### config.mk
export PLATFORM = sky130hd
export DESIGN_NAME = calc_display
export DESIGN_NICKNAME = d
export VERILOG_FILES = /design/src/rtl/calc_display.sv
export SDC_FILE = /design/constraint.sdc
export NUM_CORES = 1
export LEC_CHECK = 0
export CAP_MARGIN = 20
export CORE_MARGIN = 4
export CORE_UTILIZATION = 45
export DETAILED_ROUTE_END_ITERATION = 7
export PLACE_DENSITY = 0.61
export SLEW_MARGIN = 20
export SYNTH_ARGS = -nofsm -noshare
export SYNTH_HDL_FRONTEND = slang
export SYNTH_SLANG_ARGS = --single-unit
export TNS_END_PERCENT = 30
### constraint.sdc
create_clock -name clock -period 4.65 [get_ports clock]
set_clock_uncertainty 0.1 [all_clocks]
set_input_delay 0.93 -clock clock [delete_from_list [all_inputs] [get_ports clock]]
set_output_delay 0.93 -clock clock [all_outputs]
set_load 0.005 [all_outputs]
### src/rtl/calc_display.sv
// Display back end: captures the calculator's digit stream into a double-buffered
// frame and scans it onto an active-low multiplexed seven-segment display.
module calc_display #(
    parameter int DIGITS      = 8,
    parameter int REFRESH_DIV = 50000
) (
    input  logic              clock,
    input  logic              reset,
    input  logic [1:0]        status,
    input  logic [3:0]        data,
    input  logic [3:0]        pos,
    output logic [DIGITS-1:0] an,
    output logic [6:0]        seg,
    output logic              frame_done
);

    localparam int DIV_W = (REFRESH_DIV > 2) ? $clog2(REFRESH_DIV) : 1;
    localparam int IDX_W = (DIGITS > 2) ? $clog2(DIGITS) : 1;

    localparam logic [1:0] ST_ERR   = 2'b00;
    localparam logic [1:0] ST_BUSY  = 2'b01;
    localparam logic [1:0] ST_READY = 2'b10;
    localparam logic [1:0] ST_PRINT = 2'b11;

    localparam logic [6:0] SEG_BLANK = 7'b1111111;
    localparam logic [6:0] SEG_ZERO  = 7'b1000000;
    localparam logic [6:0] SEG_E     = 7'b0000110;
    localparam logic [6:0] SEG_R     = 7'b0101111;

    typedef enum logic [1:0] {
        S_IDLE    = 2'd0,
        S_CAPTURE = 2'd1,
        S_ERROR   = 2'd2
    } state_e;

    typedef logic [DIGITS-1:0][3:0] frame_t;

    state_e             state_q, state_d;
    frame_t             shadow_q, shadow_d;
    frame_t             disp_q, disp_d;
    logic               err_q, err_d;
    logic               frame_done_q, frame_done_d;
    logic [DIV_W-1:0]   div_q, div_d;
    logic [IDX_W-1:0]   idx_q, idx_d;
    logic [DIGITS-1:0]  an_q, an_d;
    logic [6:0]         seg_q, seg_d;
    logic               wr_s;
    logic               wrap_s;

    function automatic logic [6:0] bcd_to_seg(input logic [3:0] v);
        logic [6:0] s;
        case (v)
            4'd0:    s = 7'b1000000;
            4'd1:    s = 7'b1111001;
            4'd2:    s = 7'b0100100;
            4'd3:    s = 7'b0110000;
            4'd4:    s = 7'b0011001;
            4'd5:    s = 7'b0010010;
            4'd6:    s = 7'b0000010;
            4'd7:    s = 7'b1111000;
            4'd8:    s = 7'b0000000;
            4'd9:    s = 7'b0010000;
            default: s = SEG_BLANK;
        endcase
        return s;
    endfunction

    // Slot 0 is never blanked; anything above the highest non-zero slot is.
    function automatic logic [6:0] slot_seg(input int slot, input frame_t fb, input logic err);
        int         top;
        logic [6:0] s;
        top = 0;
        for (int i = 0; i < DIGITS; i++) begin
            if (fb[i] != 4'd0) begin
                top = i;
            end
        end
        if (err) begin
            if (slot == 2) begin
                s = SEG_E;
            end else if (slot < 2) begin
                s = SEG_R;
            end else begin
                s = SEG_BLANK;
            end
        end else if (slot > top) begin
            s = SEG_BLANK;
        end else begin
            s = bcd_to_seg(fb[slot]);
        end
        return s;
    endfunction

    assign wr_s = (status == ST_PRINT) && (pos != 4'd0) && (int'(pos) <= DIGITS);

    // Receiver FSM next state, shadow writes and commit into the display buffer.
    always_comb begin
        state_d      = state_q;
        shadow_d     = shadow_q;
        disp_d       = disp_q;
        err_d        = err_q;
        frame_done_d = 1'b0;
        case (state_q)
            S_IDLE, S_ERROR: begin
                if (status == ST_PRINT) begin
                    state_d  = S_CAPTURE;
                    shadow_d = '0;
                    for (int i = 0; i < DIGITS; i++) begin
                        if (wr_s && (pos == 4'(i + 1))) begin
                            shadow_d[i] = data;
                        end else begin
                            shadow_d[i] = 4'd0;
                        end
                    end
                end else if (status == ST_ERR) begin
                    state_d = S_ERROR;
                    err_d   = 1'b1;
                end else begin
                    state_d = state_q;
                end
            end
            S_CAPTURE: begin
                if (status == ST_READY) begin
                    state_d      = S_IDLE;
                    disp_d       = shadow_q;
                    err_d        = 1'b0;
                    frame_done_d = 1'b1;
                end else if (status == ST_ERR) begin
                    state_d = S_ERROR;
                    err_d   = 1'b1;
                end else begin
                    for (int i = 0; i < DIGITS; i++) begin
                        if (wr_s && (pos == 4'(i + 1))) begin
                            shadow_d[i] = data;
                        end else begin
                            shadow_d[i] = shadow_q[i];
                        end
                    end
                end
            end
            default: begin
                state_d = S_IDLE;
            end
        endcase
    end

    // Scanner: the outputs reload only when the index moves, using the
    // post-commit buffer so a coinciding commit is shown immediately.
    always_comb begin
        wrap_s = (div_q == DIV_W'(REFRESH_DIV - 1));
        div_d  = div_q + {{(DIV_W-1){1'b0}}, 1'b1};
        idx_d  = idx_q;
        an_d   = an_q;
        seg_d  = seg_q;
        if (wrap_s) begin
            div_d = '0;
            if (idx_q == IDX_W'(DIGITS - 1)) begin
                idx_d = '0;
            end else begin
                idx_d = idx_q + {{(IDX_W-1){1'b0}}, 1'b1};
            end
            an_d  = ~({{(DIGITS-1){1'b0}}, 1'b1} << idx_d);
            seg_d = slot_seg(int'(idx_d), disp_d, err_d);
        end else begin
            idx_d = idx_q;
        end
    end

    // State register for receiver, buffers, scanner and registered outputs.
    always_ff @(posedge clock or negedge reset) begin
        if (!reset) begin
            state_q      <= S_IDLE;
            shadow_q     <= '0;
            disp_q       <= '0;
            err_q        <= 1'b0;
            frame_done_q <= 1'b0;
            div_q        <= '0;
            idx_q        <= '0;
            an_q         <= {{(DIGITS-1){1'b1}}, 1'b0};
            seg_q        <= SEG_ZERO;
        end else begin
            state_q      <= state_d;
            shadow_q     <= shadow_d;
            disp_q       <= disp_d;
            err_q        <= err_d;
            frame_done_q <= frame_done_d;
            div_q        <= div_d;
            idx_q        <= idx_d;
            an_q         <= an_d;
            seg_q        <= seg_d;
        end
    end

    assign an         = an_q;
    assign seg        = seg_q;
    assign frame_done = frame_done_q;

endmodule

==> metrics.md, run 1 <==
| Metric | Value |
|---|---|
| Status | finished clean |
| Num CTS Buffers | 9 |
| Total GRT Usage | 0.1863 |
| Async SR Flop Fraction | 1.000 |
| Max_slew headroom | 0.3621 |
| Final antenna-violating net count | 0 |
| Switching power | 402.7 µW |
| #FFs+latches synth | 102 |
| Fin Hold WS | 363.5 ps |
| Utilization after layout | 0.5604 |
| # nets final | 544 |
| DRT Pass-1 Iters | 5 |
| DR vias/cell | 5.415 |
| Startpoint types | input pin |
| Slew @ Worst Pin | 956.9 ps |
| Max clock buf depth | 2 |
| Top_reg_cell synth | dfrtp_1 |
| Leak | 0.002743 µW |
| Seq pwr share | 0.535 |
| Clock Pin Slew Worst Setup and Hold Paths | 90 ps |
| Max Freq | 0.2275 GHz |
| Initial antenna violation count | 0 |
| Syn_nets | 470 |
| Max VDD drop | 0.1224 mV |
| DIE HEIGHT | 111.9 µm |
| GRT overflow | 0 |
| Cts hold-fix bufs | 0 |
| Mapped Cells | 447 |
| Synth Area per Inst | 10.86 µm² |
| Compound-Gate Fraction of Synth Area | 0.1237 |
| Unique masters post-synth | 59 |
| Core area | 0.01042 mm² |
| GPL Wtd Cong | 0.8764 |
| Post-DP HPWL | 8064 µm |
| Die ar. | 0.01251 mm² |
| Final Max Slew Viols | 0 |
| Vias in the first global route | 3,583 |
| RSZ-0062 raised after global routing | no |
| I/O Pins | 28 |
| Root Buffer | clkbuf_8 |
| Max cap viols | 0 |
| Setup-failing EPs final | 0 |
| Clock share of power | 0.363 |
| # DRC | 0 |
| CP Data Required Time | 4770 ps |
| Critical Path AT | 4520 ps |
| Layout Cells excl Fill | 662 |
| TNS Setup | 0 ps |
| PortBufs | 27 |
| Total power draw | 1699 µW |
| Main combinational cell family by area after synthesis | simple AND/OR/NAND/NOR gates |
| Crit-path max FO | 17 |
| EDFF count, synth | 0 |
| Vias | 3,585 |
| Ys Warns | 0 |
| First-pass GRT wire length | 18,520 µm |
| Starting density of the core | 0.4659 |
| Layout cells sized above 1 | 0.2034 |
| Row count | 37 |
| Comb pwr share | 0.102 |
| Placed Cells | 640 |
| Simple-gate share of the synthesized area | 0.1604 |
| Syn Std Cell Area | 0.004853 mm² |
| CTS tree | built |
| Ant diodes | 0 |
| Post-synthesis adder-cell area fraction | 0.02836 |
| Die width | 111.9 µm |
| Layout area overhead | 20.26% |
| Cell Pwr Density | 291.1 mW/mm² |
| Sw Ratio | 0.2370 |
| Final period util | 0.9455 |
| CTS H-Tree Depth | 3 |
| Internal cell power | 1297 µW |
| CP endpoint kind | flop |
| Min-Delay Path Class | reg -> reg |
| Final Hold Viols | 0 |
| Post-synthesis mux area share | 0.09203 |
| Clock Latency Late Sink | 370 ps |
| CP Class | in -> reg |
| Largest net degree at the start of global routing | 80 |
| Sequential share of the synthesized area | 0.5280 |
| Final Critical Period | 4397 ps |
| Detailed Route WL | 11,090 µm |
| Post-DR wirelength/cell | 16.75 µm |
| DRT iter0 DRCs | 220 |
| Clk sink count | 102 |
| XOR/XNOR Fraction of Synth Area | 0.02526 |
## stage by stage
stage	cell area [µm²]	setup slack [ps]
2_1_floorplan	4853	321.0
3_3_place_gp	5559	-225.9
3_5_place_dp	5559	-314.4
4_1_cts	5777	77.71
5_1_grt	5837	19.44
6_report	5837	253.4
## power by group through the flow
stage	sequential [µW]	combinational, µW	clock (µW)
4_1_cts	910	169	635
5_1_grt	912	194	668
3_3_place_gp	927	164	0
6_report	910	173	617
3_5_place_dp	927	168	0
2_1_floorplan	924	87.5	0
## registers in the layout, summed over array words and instances, names as in the netlist
name / flops
frame_done: 1
idx_q: 3
state_q: 2
an: 8
seg: 7
err_q: 1
disp_q: 32
shadow_q: 32
div_q: 16
## critical path: stages
cell             delay (ps)
clkdlybuf4s50_1         460
nor4bb_4                330
buf_12                  200
buf_4                   130
mux2_4                  290
or4_1                   540
o31a_1                  320
ha_1                    280
nor2b_1                 130
o21a_1                  170
o21ai_2                 130
nand2_1                 110
o31ai_4                 320
o221ai_1                160
## kinds of logic after synthesis
logic type,count (synthesis)
simple gates,156
flops,102
compound gates,85
buf+inv,42
mux,37
xor+xnor,14
fa+ha+maj,11
## Yosys cell counts, types with 3 or more instances
cell type | instances | share of area
a21oi_1 | 5 | 0.0052
a31oi_1 | 9 | 0.012
and2_1 | 3 | 0.0039
and3_1 | 4 | 0.0052
clkbuf_1 | 9 | 0.0070
dfrtp_1 | 94 | 0.48
dfstp_2 | 8 | 0.043
ha_1 | 11 | 0.028
inv_1 | 27 | 0.021
mux2_2 | 13 | 0.030
mux2_4 | 7 | 0.022
mux2i_1 | 15 | 0.031
nand2_1 | 47 | 0.036
nand2b_1 | 4 | 0.0052
nand3_1 | 35 | 0.036
nand3b_1 | 4 | 0.0062
nand4_1 | 4 | 0.0052
nor2_1 | 27 | 0.021
nor2b_1 | 6 | 0.0077
nor3_1 | 3 | 0.0031
nor4_1 | 3 | 0.0039
o21ai_0 | 35 | 0.036
o221ai_1 | 5 | 0.0090
o31a_1 | 3 | 0.0054
o31ai_1 | 6 | 0.0093
or4_1 | 7 | 0.011
xnor2_1 | 8 | 0.014
xor2_1 | 6 | 0.011
## final timing paths
| path | from | end | slack, ps | cells after the start |
|---|---|---|---|---|
| min in group asynchronous | reset | disp_q[0] | 610 | 1 |
| max | status[0] | seg[3] | 250 | 14 |
| max reg2reg | state_q[1] | seg[3] | 800 | 13 |
| min | div_q[0] | div_q[0] | 360 | 1 |
| min reg2reg | div_q[0] | div_q[0] | 360 | 1 |
| max in group asynchronous | reset | frame_done | 2960 | 2 |
## final cells by class
type / count / area [µm²]
Inverter: 27 / 101.3
Clock inverter: 4 / 72.57
Clock buffer: 12 / 145.1
Sequential cell: 102 / 2562
Fill cell: 931 / 4579
Tap cell: 136 / 170.2
Timing Repair Buffer: 78 / 675.6
Multi-Input combinational cell: 303 / 2110
## layer usage
layer | global-route usage | routed length, µm
met2 | 0.2798 | 4981
met5 | 0 | 0
met3 | 0.03370 | 402
met1 | 0.2743 | 5543
met4 | 0.05921 | 161
## timing repair
item / in CTS / in global routing
resized for setup: 0 / 5
endpoints found under the setup margin: 0 / 7
hold endpoints to repair: 0 / 0
setup buffers: 0 / 6
## cell usage in the layout, fill, tap and decap left out, types with 3 or more instances in the layout
| cell | n |
|---|---|
| dfstp_2 | 8 |
| o221ai_1 | 5 |
| clkdlybuf4s50_1 | 26 |
| mux2_2 | 13 |
| nand2b_1 | 4 |
| buf_4 | 50 |
| o31ai_1 | 6 |
| a21oi_1 | 5 |
| mux2i_2 | 3 |
| nand3_1 | 35 |
| o21ai_0 | 34 |
| nor4_1 | 3 |
| and2_1 | 3 |
| nor2_1 | 27 |
| inv_1 | 27 |
| xor2_1 | 6 |
| nor3_1 | 3 |
| mux2i_1 | 12 |
| o31a_1 | 3 |
| nand3b_1 | 4 |
| nand2_1 | 47 |
| mux2_4 | 7 |
| clkbuf_8 | 10 |
| dfrtp_1 | 94 |
| xnor2_1 | 8 |
| ha_1 | 11 |
| and3_1 | 4 |
| or4_1 | 7 |
| nor2b_1 | 6 |
| nand4_1 | 4 |
| a31oi_1 | 9 |
No activity file was read; power rests on OpenSTA's default activity.
==> run 2, diff against run 1 <==
Settings changed: ABC_AREA set to 1.
==> run 2 against run 1 <==
Net effect: synthesized area increased by 5.1%; non-clock buffer count decreased by 49; global-route usage increased by 0.53 points; power increased by 38%; clock-buffer cell count unchanged; register-to-register slack improved by 390 ps; first-iteration DRC count increased by 1.8%; largest power group unchanged; highest routed layer unchanged.
==> metrics.md, run 2 <==
| Metric | Value |
|---|---|
| Status | finished clean |
| GRT overflow | 0 (unchanged) |
| Reg2Reg Depth | 17 (+4) |
| Max Freq | 0.2422 GHz (+6.5%) |
| Max VDD drop | 0.3737 mV (+210%) |
| Final Max Slew Viols | 0 (unchanged) |
| Share of the synthesized area in the top cell type | 0.4611 (-0.02354) |
| Endpoint, Worst Hold | div_q[0] |
| Pre-CTS worst setup slack | 122.0 ps (+436.4 ps) |
| Max_slew headroom | 0.4085 (+0.04642) |
| Clock Latency Late Sink | 360 ps (about the same) |
| Largest regs | disp_q x32, shadow_q x32, div_q x16 |
| Internal cell power | 1626 µW (+25%) |
| Syn_nets | 664 (+41%) |
| Post-DR wirelength/cell | 14.20 µm (-15%) |
| Most common cell in the netlist | nand2_1 |
| Max cap viols | 0 (unchanged) |
| DIE HEIGHT | 114.5 µm (+2.3%) |
| Largest net degree at the start of global routing | 70 (-13%) |
| Min-Delay Path Class | reg -> reg |
| Slew @ Worst Pin | 884.0 ps (-72.89 ps) |
| Final worst setup slack | 521.5 ps (+268.0 ps) |
| Switching power | 718.6 µW (+78%) |
| GPL Wtd Cong | 0.8582 (-2.1%) |
| DRT Pass-1 Iters | 5 (unchanged) |
| # DRC | 0 (unchanged) |
| Row count | 38 (+2.7%) |
| Core area | 0.01098 mm² (+5.4%) |
| Synth Area per Inst | 7.958 µm² (-27%) |
| First-pass GRT wire length | 19,470 µm (+5.1%) |
| CTS H-Tree Depth | 3 (unchanged) |
| Clk sink count | 102 (unchanged) |
| Critical Path AT | 4270 ps (-250 ps) |
| Async SR Flop Fraction | 1.000 (unchanged) |
| # nets final | 693 (+27%) |
| Num CTS Buffers | 9 (unchanged) |
| Vias | 4,131 (+15%) |
| DP Area | 0.005490 mm² (-1.2%) |
| CP Class | in -> reg |
| Mapped Cells | 641 (+43%) |
| Final Critical Period | 4129 ps (-268.0 ps) |
| TNS Setup | 0 ps (unchanged) |
| Hold wc startpoint | div_q[0] |
| Seq pwr share | 0.439 (-0.096) |
| EDFF count, synth | 0 (unchanged) |
| Hold path depth | 1 (unchanged) |
| PortBufs | 27 (unchanged) |
| Layout area overhead | 13.86% |
| Crit-path max FO | 44 (+27) |
| Top cells by count, synth | 152 x nand2_1, 119 x inv_1, 94 x dfrtp_1 |
| Die ar. | 0.01310 mm² (+4.7%) |
| Detailed Route WL | 11,570 µm (+4.4%) |
| Synth area leader | dfrtp_1 |
| Sw Ratio | 0.3064 (+0.06948) |
| Top_reg_cell synth | dfrtp_1 |
| Syn Std Cell Area | 0.005101 mm² (+5.1%) |
| Most frequent cells in the layout | 152 x nand2_1, 119 x inv_1, 94 x dfrtp_1, 56 x nor2_1, 48 x nand3_1 |
| R2R Path End | seg[2] |
| CP endpoint kind | flop |
| Placed Cells | 799 (+25%) |
| Leak | 0.002913 µW (+6.2%) |
| Final period util | 0.8879 (-0.05764) |
| Sequential share of the synthesized area | 0.5023 (-0.02564) |
| Startpoint types | input pin |
| Post-Layout Inst Area | 0.005808 mm² (-0.49%) |
| Total GRT Usage | 0.1916 (+0.005306) |
| Number of fill cells | 1,030 (+11%) |
| Die width | 114.5 µm (+2.3%) |
| Ant diodes | 0 (unchanged) |
| Most common cell after layout, fill and taps aside | nand2_1 |
| Layout cells sized above 1 | 0.07556 (-0.1279) |
| Vias in the first global route | 4,076 (+14%) |
| Cts hold-fix bufs | 0 (unchanged) |
| Final Hold Viols | 0 (unchanged) |
| RSZ-0062 raised after global routing | no |
| R2R Path Start | state_q[1] |
| Final antenna-violating net count | 0 (unchanged) |
| CP Data Required Time | 4790 ps (+20 ps) |
| Setup-failing EPs final | 0 (unchanged) |
| I/O Pins | 28 (unchanged) |
| #FFs+latches synth | 102 (unchanged) |
| Max clock buf depth | 2 (unchanged) |
| Cell Pwr Density | 403.7 mW/mm² (+39%) |
| Synth top area cells | dfrtp_1 46%, nand2_1 11%, inv_1 8.8% |
| Ys Warns | 0 (unchanged) |
| Clock share of power | 0.335 (-0.028) |
| Starting density of the core | 0.4645 (-0.001489) |
| Unique masters post-synth | 35 (-41%) |
| Root Buffer | clkbuf_16 |
| Initial antenna violation count | 0 (unchanged) |
| FF-to-FF setup slack | 1190 ps (+390 ps) |
| Clock Pin Slew Worst Setup and Hold Paths | 70 ps (-20 ps) |
| Layout Cells excl Fill | 815 (+23%) |
| Post-DP HPWL | 8503 µm (+5.4%) |
| CTS tree | built |
| Comb pwr share | 0.227 (+0.125) |
| DRT iter0 DRCs | 224 (+1.8%) |
| DR vias/cell | 5.069 (-6.4%) |
| Fin Hold WS | 363.3 ps (-0.2050 ps) |
==> run 2: cell count changes after synthesis, moves of 8 or more <==
cell	delta
o21ai_0	-12
mux2i_1	-15
o22ai_1	+23
nand2_1	+105
nand2_2	+8
inv_1	+92
a21oi_1	+13
nor2_1	+29
xnor2_1	-8
mux2_2	-13
and2_1	+8
nand3_1	+13
==> run 2: per-stage QoR <==
step             util  total power [µW]
2_1_floorplan       -              1436
3_5_place_dp   0.4999              1572
5_1_grt        0.5288              2484
4_1_cts        0.5280              2366
6_report       0.5288              2345
3_3_place_gp   0.4999              1557
==> run 2: metal layers <==
metal	track usage	vias up	part of all wire
met2	0.3085	72	0.48
met4	0.07838	0	0.031
met1	0.2474	1944	0.45
met5	0	-	0
li1	-	2089	-
met3	0.04757	26	0.037
==> run 2: cells by family after synthesis <==
| group | Yosys count | synth area share |
|---|---|---|
| simple gates | 305 | 0.2627 |
| buf+inv | 135 | 0.1047 |
| flops | 102 | 0.5023 |
| compound gates | 86 | 0.09983 |
| fa+ha+maj | 11 | 0.02698 |
| xor+xnor | 2 | 0.003435 |
==> run 2: power by group through the flow <==
stage	clock, µW	combinational (µW)	sequential (µW)
final	785	532	1030
after global routing	834	609	1040
after CTS	807	531	1030
after detailed placement	0	527	1050
after global placement	0	513	1040
after floorplan	0	398	1040
==> run 2: how the worst max path moves through the flow <==
stage | startpoint | to | cells after the start
finish | status[1] | seg[2] | 19
floorplan | status[1] | seg[1] | 19
CTS | status[1] | seg[2] | 19
global placement | status[1] | seg[1] | 19
detailed placement | status[1] | seg[2] | 19
global route | status[1] | seg[1] | 19
==> run 2: worst max-delay path, stage by stage <==
cell and delay (ps):
clkdlybuf4s50_1 530, inv_1 100, nor2_4 260, nand2_8 230, nand2_1 110, o21ai_0 150, nor4_1 520, nand2_1 140
a21oi_1 140, nor2_1 50, ha_1 290, nand2_1 70, nor2_1 40, a211oi_1 170, a31oi_1 120, a21oi_4 200
inv_2 50, nor2_2 100, a21oi_1 80
==> run 2: cell type report <==
type,count,area [µm²],share of cell area
Sequential cell,102,2562,0.4412
Multi-Input combinational cell,404,2013,0.3466
Inverter,124,465.4,0.08014
Timing Repair Buffer,29,282.8,0.04869
Clock buffer,12,256.5,0.04416
Tap cell,140,175.2,0.03016
Clock inverter,4,52.55,0.009048
==> run 2: timing repair <==
item                                    in CTS  in global routing
gates resized for setup                      0                  1
buffers inserted                             0                  0
endpoints found under the setup margin       0                  3
hold endpoints to repair                     0                  0
==> run 3, diff against run 2 <==
Settings changed: ABC_AREA 1 to not set.
==> results of run 3 <==
No change in the layout: final DEF, timing and power equal those of run 1.
